--- config.mk ---
export PLATFORM = sky130hd
export DESIGN_NAME = fat_sector_chain_reader
export DESIGN_NICKNAME = d
export VERILOG_FILES = /design/src/rtl/fat_sector_chain_reader_pkg.sv /design/src/rtl/fat_sector_chain_reader_entry_decode.sv /design/src/rtl/fat_sector_chain_reader.sv
export SDC_FILE = /design/constraint.sdc
export NUM_CORES = 1
export LEC_CHECK = 0
export CAP_MARGIN = 20
export CORE_MARGIN = 5
export CORE_UTILIZATION = 48
export DETAILED_ROUTE_END_ITERATION = 7
export PLACE_DENSITY = 0.94
export SLEW_MARGIN = 10
export SYNTH_ARGS = -nofsm -noshare
export SYNTH_HDL_FRONTEND = slang
export SYNTH_SLANG_ARGS = --single-unit
--- constraint.sdc ---
create_clock -name CLK -period 6.2 [get_ports CLK]
set_clock_uncertainty 0.2 [all_clocks]
set_input_delay 0.62 -clock CLK [delete_from_list [all_inputs] [get_ports CLK]]
set_output_delay 0.62 -clock CLK [all_outputs]
set_load 0.1 [all_outputs]
--- src/rtl/fat_sector_chain_reader_pkg.sv ---
// fat_sector_chain_reader_pkg: FSM states, entry classes, status codes and FAT thresholds
package fat_sector_chain_reader_pkg;
  typedef enum logic [1:0] {S_IDLE, S_ISSUE, S_EVAL, S_DONE} state_t;
  typedef enum logic [2:0] {CL_LINK, CL_FREE, CL_EOC, CL_BAD, CL_RSVD} ent_class_t;
  localparam logic [2:0] ST_OUT = 3'd0, ST_EOC = 3'd1, ST_FREE = 3'd2, ST_BAD = 3'd3,
                         ST_RSVD = 3'd4, ST_MISS = 3'd5, ST_LIMIT = 3'd6;
  localparam logic [27:0] EOC_MIN = 28'hFFFFFF8, BAD_VAL = 28'hFFFFFF7, RSVD_MIN = 28'hFFFFFF0;
  function automatic logic [2:0] class_status(input ent_class_t c);
    return c == CL_EOC ? ST_EOC : c == CL_FREE ? ST_FREE : c == CL_BAD ? ST_BAD :
           c == CL_RSVD ? ST_RSVD : ST_OUT;
  endfunction
endpackage

--- src/rtl/fat_sector_chain_reader_entry_decode.sv ---
// fat_entry_decode: un-swaps the nibbles of each byte of a raw FAT word and classifies the 28-bit entry
module fat_entry_decode
  import fat_sector_chain_reader_pkg::*;
(
  input  logic [31:0] raw,
  output logic [27:0] value,
  output ent_class_t  cls
);
  logic unused_hi;
  assign unused_hi = ^raw[27:24];
  assign value = {raw[31:28], raw[19:16], raw[23:20], raw[11:8], raw[15:12], raw[3:0], raw[7:4]};
  always_comb begin
    cls = value == 28'd0 ? CL_FREE :
          value >= EOC_MIN ? CL_EOC :
          value == BAD_VAL ? CL_BAD :
          (value == 28'd1 || value >= RSVD_MIN) ? CL_RSVD : CL_LINK;
  end
endmodule

--- src/rtl/fat_sector_chain_reader.sv ---
// fat_sector_chain_reader: follows a FAT cluster chain inside one loaded FAT sector buffer
// optional hop limit enabled by defining FAT_CHAIN_HOP_LIMIT_EN
module fat_sector_chain_reader
  import fat_sector_chain_reader_pkg::*;
#(
  parameter int unsigned HOP_LIMIT = 128
) (
  input  logic        CLK,
  input  logic        RST,
  input  logic        START,
  input  logic [31:0] START_CLUST,
  input  logic [31:0] SECTOR_BASE,
  input  logic        SECTOR_VALID,
  output logic        RENA_SR,
  output logic [7:0]  RADDR_SR,
  input  logic [31:0] INPUT_SR,
  output logic        BUSY,
  output logic        DONE,
  output logic [2:0]  STATUS,
  output logic [31:0] LAST_CLUST,
  output logic [31:0] NEXT_CLUST,
  output logic [7:0]  HOPS
);
  state_t      state;
  logic [31:0] cur;
  logic [27:0] val;
  ent_class_t  cls;
  logic [31:0] nxt;
  logic        in_sec, miss, lim;
  logic [7:0]  hops_n;
  fat_entry_decode u_dec (.raw(INPUT_SR), .value(val), .cls(cls));
  assign nxt    = {4'd0, val};
  assign in_sec = nxt[31:7] == SECTOR_BASE[31:7];
  assign miss   = !SECTOR_VALID || START_CLUST[31:7] != SECTOR_BASE[31:7] || START_CLUST < 32'd2;
  assign hops_n = HOPS == 8'hFF ? HOPS : HOPS + 8'd1;
`ifdef FAT_CHAIN_HOP_LIMIT_EN
  logic unused_base;
  assign unused_base = ^SECTOR_BASE[6:0];
  assign lim = 32'(hops_n) >= HOP_LIMIT;
`else
  logic unused_base;
  assign unused_base = ^{SECTOR_BASE[6:0], HOP_LIMIT};
  assign lim = 1'b0;
`endif
  always_ff @(posedge CLK) begin
    if (RST) begin
      state      <= S_IDLE;
      cur        <= '0;
      BUSY       <= 1'b0;
      DONE       <= 1'b0;
      RENA_SR    <= 1'b0;
      RADDR_SR   <= '0;
      HOPS       <= '0;
      LAST_CLUST <= '0;
      NEXT_CLUST <= '0;
      STATUS     <= ST_OUT;
    end else begin
      DONE    <= 1'b0;
      RENA_SR <= 1'b0;
      case (state)
        S_IDLE: if (START) begin
          cur  <= START_CLUST;
          HOPS <= '0;
          if (miss) begin
            state  <= S_DONE;
            DONE   <= 1'b1;
            STATUS <= START_CLUST < 32'd2 ? ST_RSVD : ST_MISS;
          end else begin
            state    <= S_ISSUE;
            BUSY     <= 1'b1;
            RENA_SR  <= 1'b1;
            RADDR_SR <= {1'b0, START_CLUST[6:0]};
          end
        end
        S_ISSUE: state <= S_EVAL;
        S_EVAL: begin
          HOPS       <= hops_n;
          LAST_CLUST <= cur;
          NEXT_CLUST <= nxt;
          if (cls == CL_LINK && in_sec && !lim) begin
            cur      <= nxt;
            state    <= S_ISSUE;
            RENA_SR  <= 1'b1;
            RADDR_SR <= {1'b0, nxt[6:0]};
          end else begin
            state  <= S_DONE;
            DONE   <= 1'b1;
            BUSY   <= 1'b0;
            STATUS <= cls != CL_LINK ? class_status(cls) : in_sec ? ST_LIMIT : ST_OUT;
          end
        end
        default: state <= S_IDLE;
      endcase
    end
  end
endmodule

==> tab_implementation.tex, run 1 <==
\begin{tabular}{lr}
\hline
Metric & Value \\
\hline
\multicolumn{2}{l}{\textbf{Logic synthesis}} \\
Number of warnings printed during yosys synthesis & 0 \\
Proportion of synthesized flip-flops having asynchronous set or reset & 0 \\
Netlist area before placement & 5310 sq um \\
Combinational family with the most area after synthesis & simple AND/OR/NAND/NOR gates \\
Sequential share of the synthesized area & 0.434 \\
Synth Register Bits & $\sim$120 \\
Count of cell types in the netlist & 51 \\
Most used flip-flop cell after synthesis & dfxtp\_1 \\
Post-Synth Adder-Cell Area & 0.00236 \\
Area fraction in compound gates after synthesis & 0.182 \\
Number of instances in the synthesized netlist & 639 \\
Synth Area in Simple Gates & 0.237 \\
Number of enable-type register cells in the synthesized netlist & 0 \\
Mean area per synthesized cell & 8.30 sq um \\
Xor/xnor share of the synthesized area & 0.0842 \\
Mux cell area share after synthesis & 0.0189 \\
\multicolumn{2}{l}{\textbf{GRT}} \\
Busiest grt layer & met2 \\
Largest net degree at the start of global routing & $\sim$110 \\
Global-route met3 utilization & 0.0679 \\
Number of antenna violations at the first check in global routing & 1 \\
Total global routing overflow & 0 \\
Via count of the first global-routing pass & 5,216 \\
Met2 Usage GRT & 0.437 \\
Met1 usage in global routing & 0.348 \\
Global-route wire length before repair & $\sim$28,000 um \\
Overall track demand over capacity in global routing & 0.274 \\
\multicolumn{2}{l}{\textbf{Die}} \\
Initial Util & 0.489 \\
Area of the core region & between 10,000 and 15,000 sq um \\
Number of standard-cell rows in the floorplan & 38 \\
I/O pin count & 186 \\
Floorplan die width & between 100 and 150 um \\
Vertical die dimension & approximately 120 um \\
Die Footprint & 13,300 sq um \\
\multicolumn{2}{l}{\textbf{Setup path}} \\
Number of cells traversed by the worst register-to-register path & 5 \\
Worst flop-to-flop path startpoint & state[0] \\
Data required time of the worst path & 6400 ps \\
Worst Setup End Kind & flip-flop \\
Register-to-register setup slack & 3730 ps \\
Crit-path max FO & 34 \\
Crit path buffers/inverters & 3 \\
Critical path launch point type & input pin \\
Arrival time at the worst endpoint & between 3000 and 4000 ps \\
Slowest stage cell, crit path & clkdlybuf4s50\_1 \\
Cell breakdown of the critical path & clkdlybuf4s50\_1 > nand4\_1 > or4\_4 > nor3\_4 > nor4\_4 > buf\_4 > or2\_1 > buf\_8 > a211oi\_1 \\
Start point of the critical path & INPUT\_SR[31] \\
Delay contributed by the slowest stage of the critical path & approximately 550 ps \\
Type of the worst setup path & input pin to flip-flop \\
R2r endpoint & RADDR\_SR[3] \\
Cell family contributing the most delay on the critical path & simple AND/OR/NAND/NOR gates \\
\multicolumn{2}{l}{\textbf{Clock network}} \\
CTS HTree Levels & 4 \\
Post-CTS setup repair buffer count & 0 \\
Hold-fix buffer count after cts & 0 \\
Clock tree from TritonCTS & yes \\
Clock sink count & 115 \\
Clk\_lat worst skew & 520 ps \\
Total clock buffers created by CTS & 17 \\
Number of buffers on the longest clock path & 2 \\
Root Buffer & clkbuf\_8 \\
Clock transition at path regs & 70 ps \\
Number of resized instances in the post-cts repair step & 0 \\
\multicolumn{2}{l}{\textbf{Outcome}} \\
Result of the run & finished with violations \\
Failing checks & DRC \\
\multicolumn{2}{l}{\textbf{Final layout}} \\
Top library cells by usage in the layout, fill and taps aside & 168 x clkdlybuf4s50\_1, 154 x nand2\_1, 115 x dfxtp\_1 \\
Layout-stage area growth over the synthesis result & 44.0\% \\
Final net count & 894 \\
Final design area excluding fillers & 7640 sq um \\
Fraction of the core area covered by cells at the end of the flow & 0.705 \\
Commonest non-fill, non-tap cell in the layout & clkdlybuf4s50\_1 \\
Count of placed standard cells in the final layout, fillers left out & 947 \\
Share of post-route cells with drive strength above 1 & 0.0806 \\
\multicolumn{2}{l}{\textbf{Min path}} \\
Terminating pin of the worst hold path & NEXT\_CLUST[2] \\
Type of the most critical hold path & input pin to flip-flop \\
Worst Min Path Start & RST \\
Hold Path Depth & 2 \\
\multicolumn{2}{l}{\textbf{STA}} \\
Final number of hold-violating endpoints & 0 \\
Least-Margin Pin Slew & 1160 ps \\
Final critical-path share of the clock period & 0.541 \\
Worst-case setup margin in the final layout & 2840 ps \\
Final-report max-slew violation count & 0 \\
Minimum clock period & 3360 ps \\
Aggregate negative setup slack & 0 ps \\
Setup repair after global routing missed its margin & no \\
\# setup viols final & 0 \\
Relative slew slack & 0.226 \\
Fmax & $\sim$300 MHz \\
\multicolumn{2}{l}{\textbf{Power}} \\
Leakage power & 2.66 nW \\
Worst-case vdd ir drop & 0.174 mV \\
Total power per unit cell area & 322 nW/um\^{}2 \\
\multicolumn{2}{l}{\textbf{Route}} \\
Mean number of vias per cell & approximately 5.8 \\
Detail Route Antenna Nets & 0 \\
Detailed Routing Iterations Pass 1 & 8 \\
Wire length per cell after detailed routing & slightly below 20 um \\
Iter 0 DRT Violations & 553 \\
Total via count after detailed routing & between 5,000 and 6,000 \\
Residual DRC count & 2 \\
Aggregate routed wire length & 18,500 um \\
\multicolumn{2}{l}{\textbf{Placement}} \\
Post-Place Worst Slack & 1990 ps \\
Global placement routability congestion & 0.902 \\
Count of placed standard cells including taps & 913 \\
Placed instance area & 7030 sq um \\
Total of buffers placed on input and output ports & about 170 \\
Post-detail-place hpwl & $\sim$13,000 um \\
\multicolumn{2}{l}{\textbf{Run}} \\
Max-cap violations & 0 \\
\hline
\end{tabular}
## sequential cells by signal, summed over array words and instances, names as in the netlist
| register | count |
|---|---|
| RADDR_SR | 7 |
| STATUS | 3 |
| NEXT_CLUST | 28 |
| RENA_SR | 1 |
| cur | 32 |
| LAST_CLUST | 32 |
| BUSY | 1 |
| state | 2 |
| DONE | 1 |
| HOPS | 8 |
## how the worst max path moves through the flow
stage | endpoint | slack (ps) | depth (start not counted)
after global placement | cur[4] | 2030 | 8
after CTS | cur[25] | 2480 | 8
after detailed placement | cur[4] | 1990 | 8
final | cur[25] | 2840 | 9
after floorplan | STATUS[0] | 3510 | 6
after global routing | cur[25] | 2730 | 9
## stage by stage
step	hold WS, ps	total power, W
floorplan	229	0.00126
global placement	239	0.00145
detailed placement	243	0.00145
CTS	90.8	0.00245
global route	91.1	0.00253
finish	87.1	0.00246
## area by class of cell
type	instances	area, sq um
Multi-Input combinational cell	481	2810
Tap cell	140	175
Inverter	3	11.3
Timing Repair Buffer	175	1740
Antenna cell	1	2.50
Clock buffer	19	422
Fill cell	826	3200
Clock inverter	13	175
Sequential cell	115	2300
## cell families (layout without fill, tap and decap cells)
family | count (synthesis) | in the layout
flops | 115 | 115
simple gates | 266 | 266
xor+xnor | 51 | 51
buf+inv | 47 | 210
mux | 9 | 9
other cells | 1 | 6
compound gates | 149 | 149
fa+ha+maj | 1 | 1
## layer usage
| metal | part of all wire | wire length (um) |
|---|---|---|
| met5 | 0 | 0 |
| met3 | 0.087 | 1600 |
| met2 | 0.48 | 8840 |
| met4 | 0.045 | 824 |
| met1 | 0.39 | 7250 |
## synthesized netlist by cell type (all sizes together), types with 16 or more instances
master | instances | area share
a21boi | 22 | 0.032
o21ai | 16 | 0.015
nand4 | 17 | 0.020
nor3 | 29 | 0.029
clkbuf | 36 | 0.025
dfxtp | 115 | 0.43
a21oi | 76 | 0.072
xnor2 | 23 | 0.038
nor4 | 24 | 0.031
nand2 | 154 | 0.11
xor2 | 28 | 0.046
a211oi | 22 | 0.043
## report_power, final
part | internal [W] | leakage, nW | switching [W]
Combinational | 0.000183 | 1.44 | 0.000446
Clock | 0.000619 | 0.284 | 0.000386
Sequential | 0.000794 | 0.938 | 0.0000327
Total | 0.00160 | 2.66 | 0.000865
## worst reg2reg max path: cells and delay by family (launching register included)
kind | cells | cell delay, ps
flops | 1 | 390
simple gates | 4 | 1430
mux | 1 | 340
No activity file was read; power rests on OpenSTA's default activity.
==> run 2: changes to the inputs <==
--- a/config.mk
+++ b/config.mk
@@ -7,9 +7,9 @@
 export LEC_CHECK = 0
 export CAP_MARGIN = 20
 export CORE_MARGIN = 5
-export CORE_UTILIZATION = 48
+export CORE_UTILIZATION = 45
 export DETAILED_ROUTE_END_ITERATION = 7
-export PLACE_DENSITY = 0.94
+export PLACE_DENSITY = 0.9
 export SLEW_MARGIN = 10
 export SYNTH_ARGS = -nofsm -noshare
 export SYNTH_HDL_FRONTEND = slang
==> constraint.sdc (replaced) <==
create_clock -name CLK -period 3.3 [get_ports CLK]
set_clock_uncertainty 0.2 [all_clocks]
set_input_delay 0.33 -clock CLK [delete_from_list [all_inputs] [get_ports CLK]]
set_output_delay 0.33 -clock CLK [all_outputs]
set_load 0.1 [all_outputs]
==> run 2 against run 1 <==
Net effect:
- the flow now finishes without violations
- first-iteration DRC count fell by 21%
- clock-buffer cell count stayed put
- clock power is 70% higher
- critical path depth decreased by 1
- sequential power increased by 87%
- total power rose by 81%
- final cell count rose by 1.2%
- sequential cell count unchanged
- sequential share of layout area increased by 0.24 points
- worst setup slack lost 2300 ps
==> tab_implementation.tex, run 2 (synthesis gave the netlist of run 1 again) <==
\begin{tabular}{lr}
\hline
Metric & Value \\
\hline
\multicolumn{2}{l}{\textbf{Outcome}} \\
Result of the run & completed \\
\multicolumn{2}{l}{\textbf{Setup path}} \\
Delay contributed by the slowest stage of the critical path & 540 ps (about the same) \\
Worst Setup End Kind & flip-flop \\
Data required time of the worst path & 3420 ps (-2980 ps) \\
Slowest stage cell, crit path & clkdlybuf4s50\_1 \\
Critical path launch point type & input pin \\
Type of the worst setup path & input pin to flip-flop \\
Arrival time at the worst endpoint & 2840 ps (-720 ps) \\
Cell breakdown of the critical path & clkdlybuf4s50\_1 > xor2\_1 > nor4\_1 > nand4\_1 > nor4\_4 > buf\_4 > nor3\_1 > a211oi\_1 \\
Crit-path max FO & 24 (-29\%) \\
\multicolumn{2}{l}{\textbf{Power}} \\
Switch Pwr & 0.00157 W (+82\%) \\
Fraction of power spent switching nets & 0.352 (+0.000725) \\
Total power per unit cell area & 588 nW/um\^{}2 (+83\%) \\
Cell internal pwr & 0.00289 W (+81\%) \\
Clock power frac & 0.386 (-0.022) \\
Worst-case vdd ir drop & 0.419 mV (+140\%) \\
Combinational group share of total power & 0.266 (+0.010) \\
Relative contribution of sequential cells to total power & 0.348 (+0.012) \\
Leakage power & 2.77 nW (+4.4\%) \\
\multicolumn{2}{l}{\textbf{STA}} \\
\# setup viols final & 0 (unchanged) \\
Minimum clock period & between 2000 and 3000 ps \\
Fmax & 367 MHz \\
Setup repair after global routing missed its margin & no \\
Final number of hold-violating endpoints & 0 (unchanged) \\
Worst-case setup margin in the final layout & 575 ps (-2270 ps) \\
Final critical-path share of the clock period & 0.826 \\
Aggregate negative setup slack & 0 ps (unchanged) \\
Relative slew slack & 0.315 (+0.0890) \\
Final-report max-slew violation count & 0 (unchanged) \\
Least-Margin Pin Slew & 1020 ps (-137 ps) \\
\multicolumn{2}{l}{\textbf{Die}} \\
Area of the core region & 11,500 sq um (+5.8\%) \\
Floorplan die width & 119 um (+3.0\%) \\
Vertical die dimension & 119 um (+3.0\%) \\
Die Footprint & 14,100 sq um (+6.1\%) \\
I/O pin count & 186 (unchanged) \\
Number of standard-cell rows in the floorplan & 39 (+2.6\%) \\
Initial Util & 0.463 (-0.0268) \\
\multicolumn{2}{l}{\textbf{Run}} \\
Max-cap violations & 0 (unchanged) \\
\multicolumn{2}{l}{\textbf{Final layout}} \\
Final net count & 903 (+1.0\%) \\
Registers with the highest flip-flop counts & LAST\_CLUST (32), cur (32), NEXT\_CLUST (28) \\
Antenna cell count & 0 (-1) \\
Layout-stage area growth over the synthesis result & 42.9\% \\
Fillers & 903 (+9.3\%) \\
Share of post-route cells with drive strength above 1 & 0.144 (+0.0629) \\
Commonest non-fill, non-tap cell in the layout & nand2\_1 \\
Top library cells by usage in the layout, fill and taps aside & 154 x nand2\_1, 126 x clkdlybuf4s50\_1, 115 x dfxtp\_1 \\
\multicolumn{2}{l}{\textbf{Placement}} \\
Global placement routability congestion & 0.950 (+5.3\%) \\
Post-detail-place hpwl & 13,500 um (+4.6\%) \\
Post-Place Worst Slack & 241 ps (-1750 ps) \\
Total of buffers placed on input and output ports & 169 (unchanged) \\
\multicolumn{2}{l}{\textbf{GRT}} \\
Overall track demand over capacity in global routing & 0.254 (-0.0199) \\
Via count of the first global-routing pass & 5,405 (+3.6\%) \\
Global-route wire length before repair & 28,700 um (+1.8\%) \\
Largest net degree at the start of global routing & 78 (-26\%) \\
Total global routing overflow & 0 (unchanged) \\
Number of antenna violations at the first check in global routing & 0 (-1) \\
\multicolumn{2}{l}{\textbf{Clock network}} \\
Total clock buffers created by CTS & 17 (unchanged) \\
Number of resized instances in the post-cts repair step & 0 (unchanged) \\
Root Buffer & clkbuf\_16 \\
Clk\_lat worst skew & 410 ps (-110 ps) \\
CTS HTree Levels & 4 (unchanged) \\
Clock tree from TritonCTS & yes \\
Clock sink count & 115 (unchanged) \\
Hold-fix buffer count after cts & 0 (unchanged) \\
Clock transition at path regs & 60 ps (about the same) \\
Number of buffers on the longest clock path & 2 (unchanged) \\
Post-CTS setup repair buffer count & 0 (unchanged) \\
\multicolumn{2}{l}{\textbf{Route}} \\
Met2 WL post-DR & 8640 um (-2.2\%) \\
Residual DRC count & 0 (-2) \\
Total via count after detailed routing & 5,470 (-0.15\%) \\
Detail Route Antenna Nets & 0 (unchanged) \\
Iter 0 DRT Violations & 439 (-21\%) \\
Aggregate routed wire length & 18,500 um (-0.21\%) \\
Detailed Routing Iterations Pass 1 & 5 (-3) \\
Highest Signal Layer & met4 \\
Length of routed wiring on met1 & 7470 um (+3.1\%) \\
Met3 routed wirelength & 1410 um (-12\%) \\
Wire length per cell after detailed routing & 19.3 um (-1.4\%) \\
Mean number of vias per cell & 5.71 (-1.3\%) \\
\multicolumn{2}{l}{\textbf{Min path}} \\
Type of the most critical hold path & input pin to flip-flop \\
\hline
\end{tabular}
## run 2: changes by cell type in the layout (fill, tap and decap cells not counted)
cell             change
buf_12               +2
buf_4               +50
buf_8                -1
bufinv_16            -2
clkbuf_1             -1
clkbuf_16            +1
clkdlybuf4s50_1     -42
clkinv_2             +5
clkinv_4             -3
clkinvlp_4           +2
diode_2              -1
inv_6                -2
## run 2: stage by stage
| stage | area [sq um] | instances | utilization | hold slack [ps] | power, W |
|---|---|---|---|---|---|
| floorplan | 5320 | 643 | - | 229 | 0.00237 |
| global placement | 7020 | 926 | 0.613 | 237 | 0.00273 |
| detailed placement | 7020 | 926 | 0.613 | 245 | 0.00275 |
| CTS | 7580 | 958 | 0.661 | 189 | 0.00447 |
| global route | 7580 | 958 | 0.661 | 226 | 0.00461 |
| finish | 7580 | 958 | 0.661 | 215 | 0.00446 |
## run 2: path summary, 6_finish.rpt
kind / start / end / slack, ps / cells after the start
setup reg to reg: state[1] / cur[4] / 880 / 6
setup / recovery: INPUT_SR[13] / cur[25] / 570 / 8
hold reg to reg: cur[4] / LAST_CLUST[4] / 250 / 2
hold / removal: RST / NEXT_CLUST[2] / 220 / 2
## run 2: power groups by stage
| stage | logic, W | registers, W | clock network [W] |
|---|---|---|---|
| finish | 0.00119 | 0.00155 | 0.00172 |
| detailed placement | 0.00117 | 0.00158 | 0 |
| global route | 0.00124 | 0.00157 | 0.00180 |
| global placement | 0.00116 | 0.00157 | 0 |
| floorplan | 0.000411 | 0.00196 | 0 |
| CTS | 0.00118 | 0.00155 | 0.00174 |
## run 2: cell type report
type / instances / area [sq um] / area share
multi-input combinational: 481 / 2810 / 0.371
sequential: 115 / 2300 / 0.304
timing repair buffer: 184 / 1720 / 0.227
clock buffer: 19 / 443 / 0.0584
tap: 143 / 179 / 0.0236
clock inverter: 13 / 111 / 0.0147
inverter: 3 / 11.3 / 0.00149
## run 2: routing by layer
layer | vias to the layer above | global-route usage
met2 | 280 | 0.404
met3 | 73 | 0.0697
met4 | 0 | 0.140
li1 | 2564 | -
met1 | 2553 | 0.310
met5 | - | 0
## run 2: worst max-delay path, delay by kind of cell
| family | cells | cell delay [ps] |
|---|---|---|
| simple gates | 4 | 1150 |
| buf+inv | 2 | 870 |
| compound gates | 1 | 260 |
| xor+xnor | 1 | 220 |
==> run 3: changes to the inputs <==
==> constraint.sdc (replaced) <==
create_clock -name CLK -period 2.76 [get_ports CLK]
set_clock_uncertainty 0.2 [all_clocks]
set_input_delay 0.276 -clock CLK [delete_from_list [all_inputs] [get_ports CLK]]
set_output_delay 0.276 -clock CLK [all_outputs]
set_load 0.1 [all_outputs]
==> run 3 against run 2 <==
Net effect:
- die area did not move
- critical path depth did not move
- register-to-register slack got worse by 340 ps
- worst hold slack got worse by 37 ps
- routed wire length rose by 3.4%
- final cell count rose by 4.1%
- first-iteration DRC count rose by 17%
- via count rose by 3.2%
- non-clock buffer count rose by 39
- clock-buffer cell count did not move
- core utilization rose by 1.9 points
- sequential power rose by 20%
- critical path type unchanged
- critical endpoint is now STATUS[0]
==> tab_implementation.tex, run 3 (synthesis gave the netlist of run 1 again) <==
\begin{tabular}{lr}
\hline
Metric & Value \\
\hline
\multicolumn{2}{l}{\textbf{Final layout}} \\
Final net count & 942 (+4.3\%) \\
Fillers & 861 (-4.7\%) \\
Commonest non-fill, non-tap cell in the layout & nand2\_1 \\
Antenna cell count & 0 (unchanged) \\
Count of placed standard cells in the final layout, fillers left out & 997 (+4.1\%) \\
Top library cells by usage in the layout, fill and taps aside & 154 x nand2\_1, 135 x buf\_4, 115 x dfxtp\_1 \\
Registers with the highest flip-flop counts & LAST\_CLUST (32), cur (32), NEXT\_CLUST (28) \\
Share of post-route cells with drive strength above 1 & 0.230 (+0.0859) \\
Layout-stage area growth over the synthesis result & 46.9\% \\
\multicolumn{2}{l}{\textbf{Route}} \\
Detailed Routing Iterations Pass 1 & 5 (unchanged) \\
Detail Route Antenna Nets & 0 (unchanged) \\
Iter 0 DRT Violations & 514 (+17\%) \\
Wire length per cell after detailed routing & 19.2 um (-0.68\%) \\
Residual DRC count & 0 (unchanged) \\
Aggregate routed wire length & 19,100 um (+3.4\%) \\
Total via count after detailed routing & 5,644 (+3.2\%) \\
Mean number of vias per cell & 5.66 (-0.86\%) \\
\multicolumn{2}{l}{\textbf{STA}} \\
\# setup viols final & 0 (unchanged) \\
Fmax & slightly below 400 MHz \\
Final-report max-slew violation count & 0 (unchanged) \\
Relative slew slack & 0.548 (+0.233) \\
Setup repair after global routing missed its margin & no \\
Final number of hold-violating endpoints & 0 (unchanged) \\
Least-Margin Pin Slew & 678 ps (-347 ps) \\
Minimum clock period & 2600 ps \\
Final critical-path share of the clock period & 0.944 \\
Worst-case setup margin in the final layout & 156 ps (-419 ps) \\
\multicolumn{2}{l}{\textbf{Die}} \\
Floorplan die width & 119 um (unchanged) \\
Area of the core region & 11,500 sq um (unchanged) \\
Vertical die dimension & 119 um (unchanged) \\
Die Footprint & 14,100 sq um (unchanged) \\
I/O pin count & 186 (unchanged) \\
Number of standard-cell rows in the floorplan & 39 (unchanged) \\
Initial Util & 0.463 (unchanged) \\
\multicolumn{2}{l}{\textbf{GRT}} \\
Total global routing overflow & 0 (unchanged) \\
Via count of the first global-routing pass & 5,732 (+6.0\%) \\
Global-route met3 utilization & 0.0731 (+0.00334) \\
Number of antenna violations at the first check in global routing & 0 (unchanged) \\
Met2 Usage GRT & 0.428 (+0.0245) \\
Met1 usage in global routing & 0.319 (+0.00899) \\
Overall track demand over capacity in global routing & 0.264 (+0.00969) \\
Largest net degree at the start of global routing & 69 (-12\%) \\
Busiest grt layer & met2 \\
Global-route wire length before repair & 29,900 um (+4.5\%) \\
\multicolumn{2}{l}{\textbf{Clock network}} \\
Clock transition at path regs & 50 ps (about the same) \\
Total clock buffers created by CTS & 17 (unchanged) \\
Number of buffers on the longest clock path & 2 (unchanged) \\
CTS HTree Levels & 4 (unchanged) \\
Root Buffer & clkbuf\_16 \\
Hold-fix buffer count after cts & 0 (unchanged) \\
Clock sink count & 115 (unchanged) \\
Clk\_lat worst skew & 410 ps (about the same) \\
Post-CTS setup repair buffer count & 0 (unchanged) \\
Number of resized instances in the post-cts repair step & 0 (unchanged) \\
Clock tree from TritonCTS & yes \\
\multicolumn{2}{l}{\textbf{Setup path}} \\
Arrival time at the worst endpoint & 2700 ps (-140 ps) \\
Cell breakdown of the critical path & clkdlybuf4s50\_1 > buf\_4 > xor2\_1 > nor4\_1 > nand4\_1 > o31ai\_1 > a21boi\_2 > mux2\_1 \\
Delay contributed by the slowest stage of the critical path & 450 ps (-90 ps) \\
Worst Setup End Kind & flip-flop \\
Slowest stage cell, crit path & clkdlybuf4s50\_1 \\
Type of the worst setup path & input pin to flip-flop \\
Critical path launch point type & input pin \\
Crit-path max FO & 4 (-83\%) \\
Crit path buffers/inverters & 2 (unchanged) \\
Cell family contributing the most delay on the critical path & compound AO/OA/AOI/OAI gates \\
Data required time of the worst path & 2860 ps (-560 ps) \\
\multicolumn{2}{l}{\textbf{Placement}} \\
Total of buffers placed on input and output ports & 169 (unchanged) \\
Post-detail-place hpwl & 13,700 um (+1.6\%) \\
Global placement routability congestion & 0.943 (-0.73\%) \\
Post-Place Worst Slack & -194 ps (-435 ps) \\
Count of placed standard cells including taps & 965 (+4.2\%) \\
\multicolumn{2}{l}{\textbf{Outcome}} \\
Result of the run & completed \\
\multicolumn{2}{l}{\textbf{Power}} \\
Worst-case vdd ir drop & 0.422 mV (+0.85\%) \\
Leakage power & 3.05 nW (+10\%) \\
Final Total Pwr & 0.00548 W (+23\%) \\
Total power per unit cell area & 703 nW/um\^{}2 (+20\%) \\
\multicolumn{2}{l}{\textbf{Run}} \\
Max-cap violations & 0 (unchanged) \\
\multicolumn{2}{l}{\textbf{Min path}} \\
Type of the most critical hold path & input pin to flip-flop \\
\hline
\end{tabular}
-- run 3: changes by cell type in the layout (fill, tap and decap cells not counted), sizes merged --
cell / delta
clkinvlp: -1
bufinv: +1
clkdlybuf4s50: -39
buf: +78
-- run 3: metrics by stage --
step                area [sq um]   util  hold WS [ps]  TNS [ps]
floorplan                   5320      -           212         0
global placement            7210  0.628           238     -3000
detailed placement          7210  0.628           247     -4340
CTS                         7790  0.680           159         0
global route                7790  0.680           182         0
finish                      7790  0.680           178         0
-- run 3: per-layer routing --
metal / vias up / part of all wire
met5: - / 0
met4: 0 / 0.049
met3: 79 / 0.079
met2: 312 / 0.47
met1: 2614 / 0.40
li1: 2639 / -
-- run 3: cell type report --
class                      instances  area, sq um  area share
multi-input combinational        481         2810       0.361
sequential                       115         2300       0.295
timing repair buffer             223         1900       0.244
clock buffer                      19          453      0.0581
tap                              143          179      0.0230
clock inverter                    13          134      0.0172
inverter                           3         11.3     0.00144
-- run 3: power breakdown --
part	switching [W]	internal (W)	total, W
Combinational	0.00102	0.000435	0.00146
Sequential	0.0000762	0.00178	0.00186
Clock	0.000791	0.00137	0.00216
Total	0.00189	0.00359	0.00548
-- run 3: worst paths after layout --
kind	start	endpoint	slack [ps]	cells after the start
max	INPUT_SR[31]	STATUS[0]	160	8
min reg2reg	LAST_CLUST[3]	LAST_CLUST[3]	250	2
max reg2reg	state[0]	cur[14]	540	4
min	RST	LAST_CLUST[0]	180	2
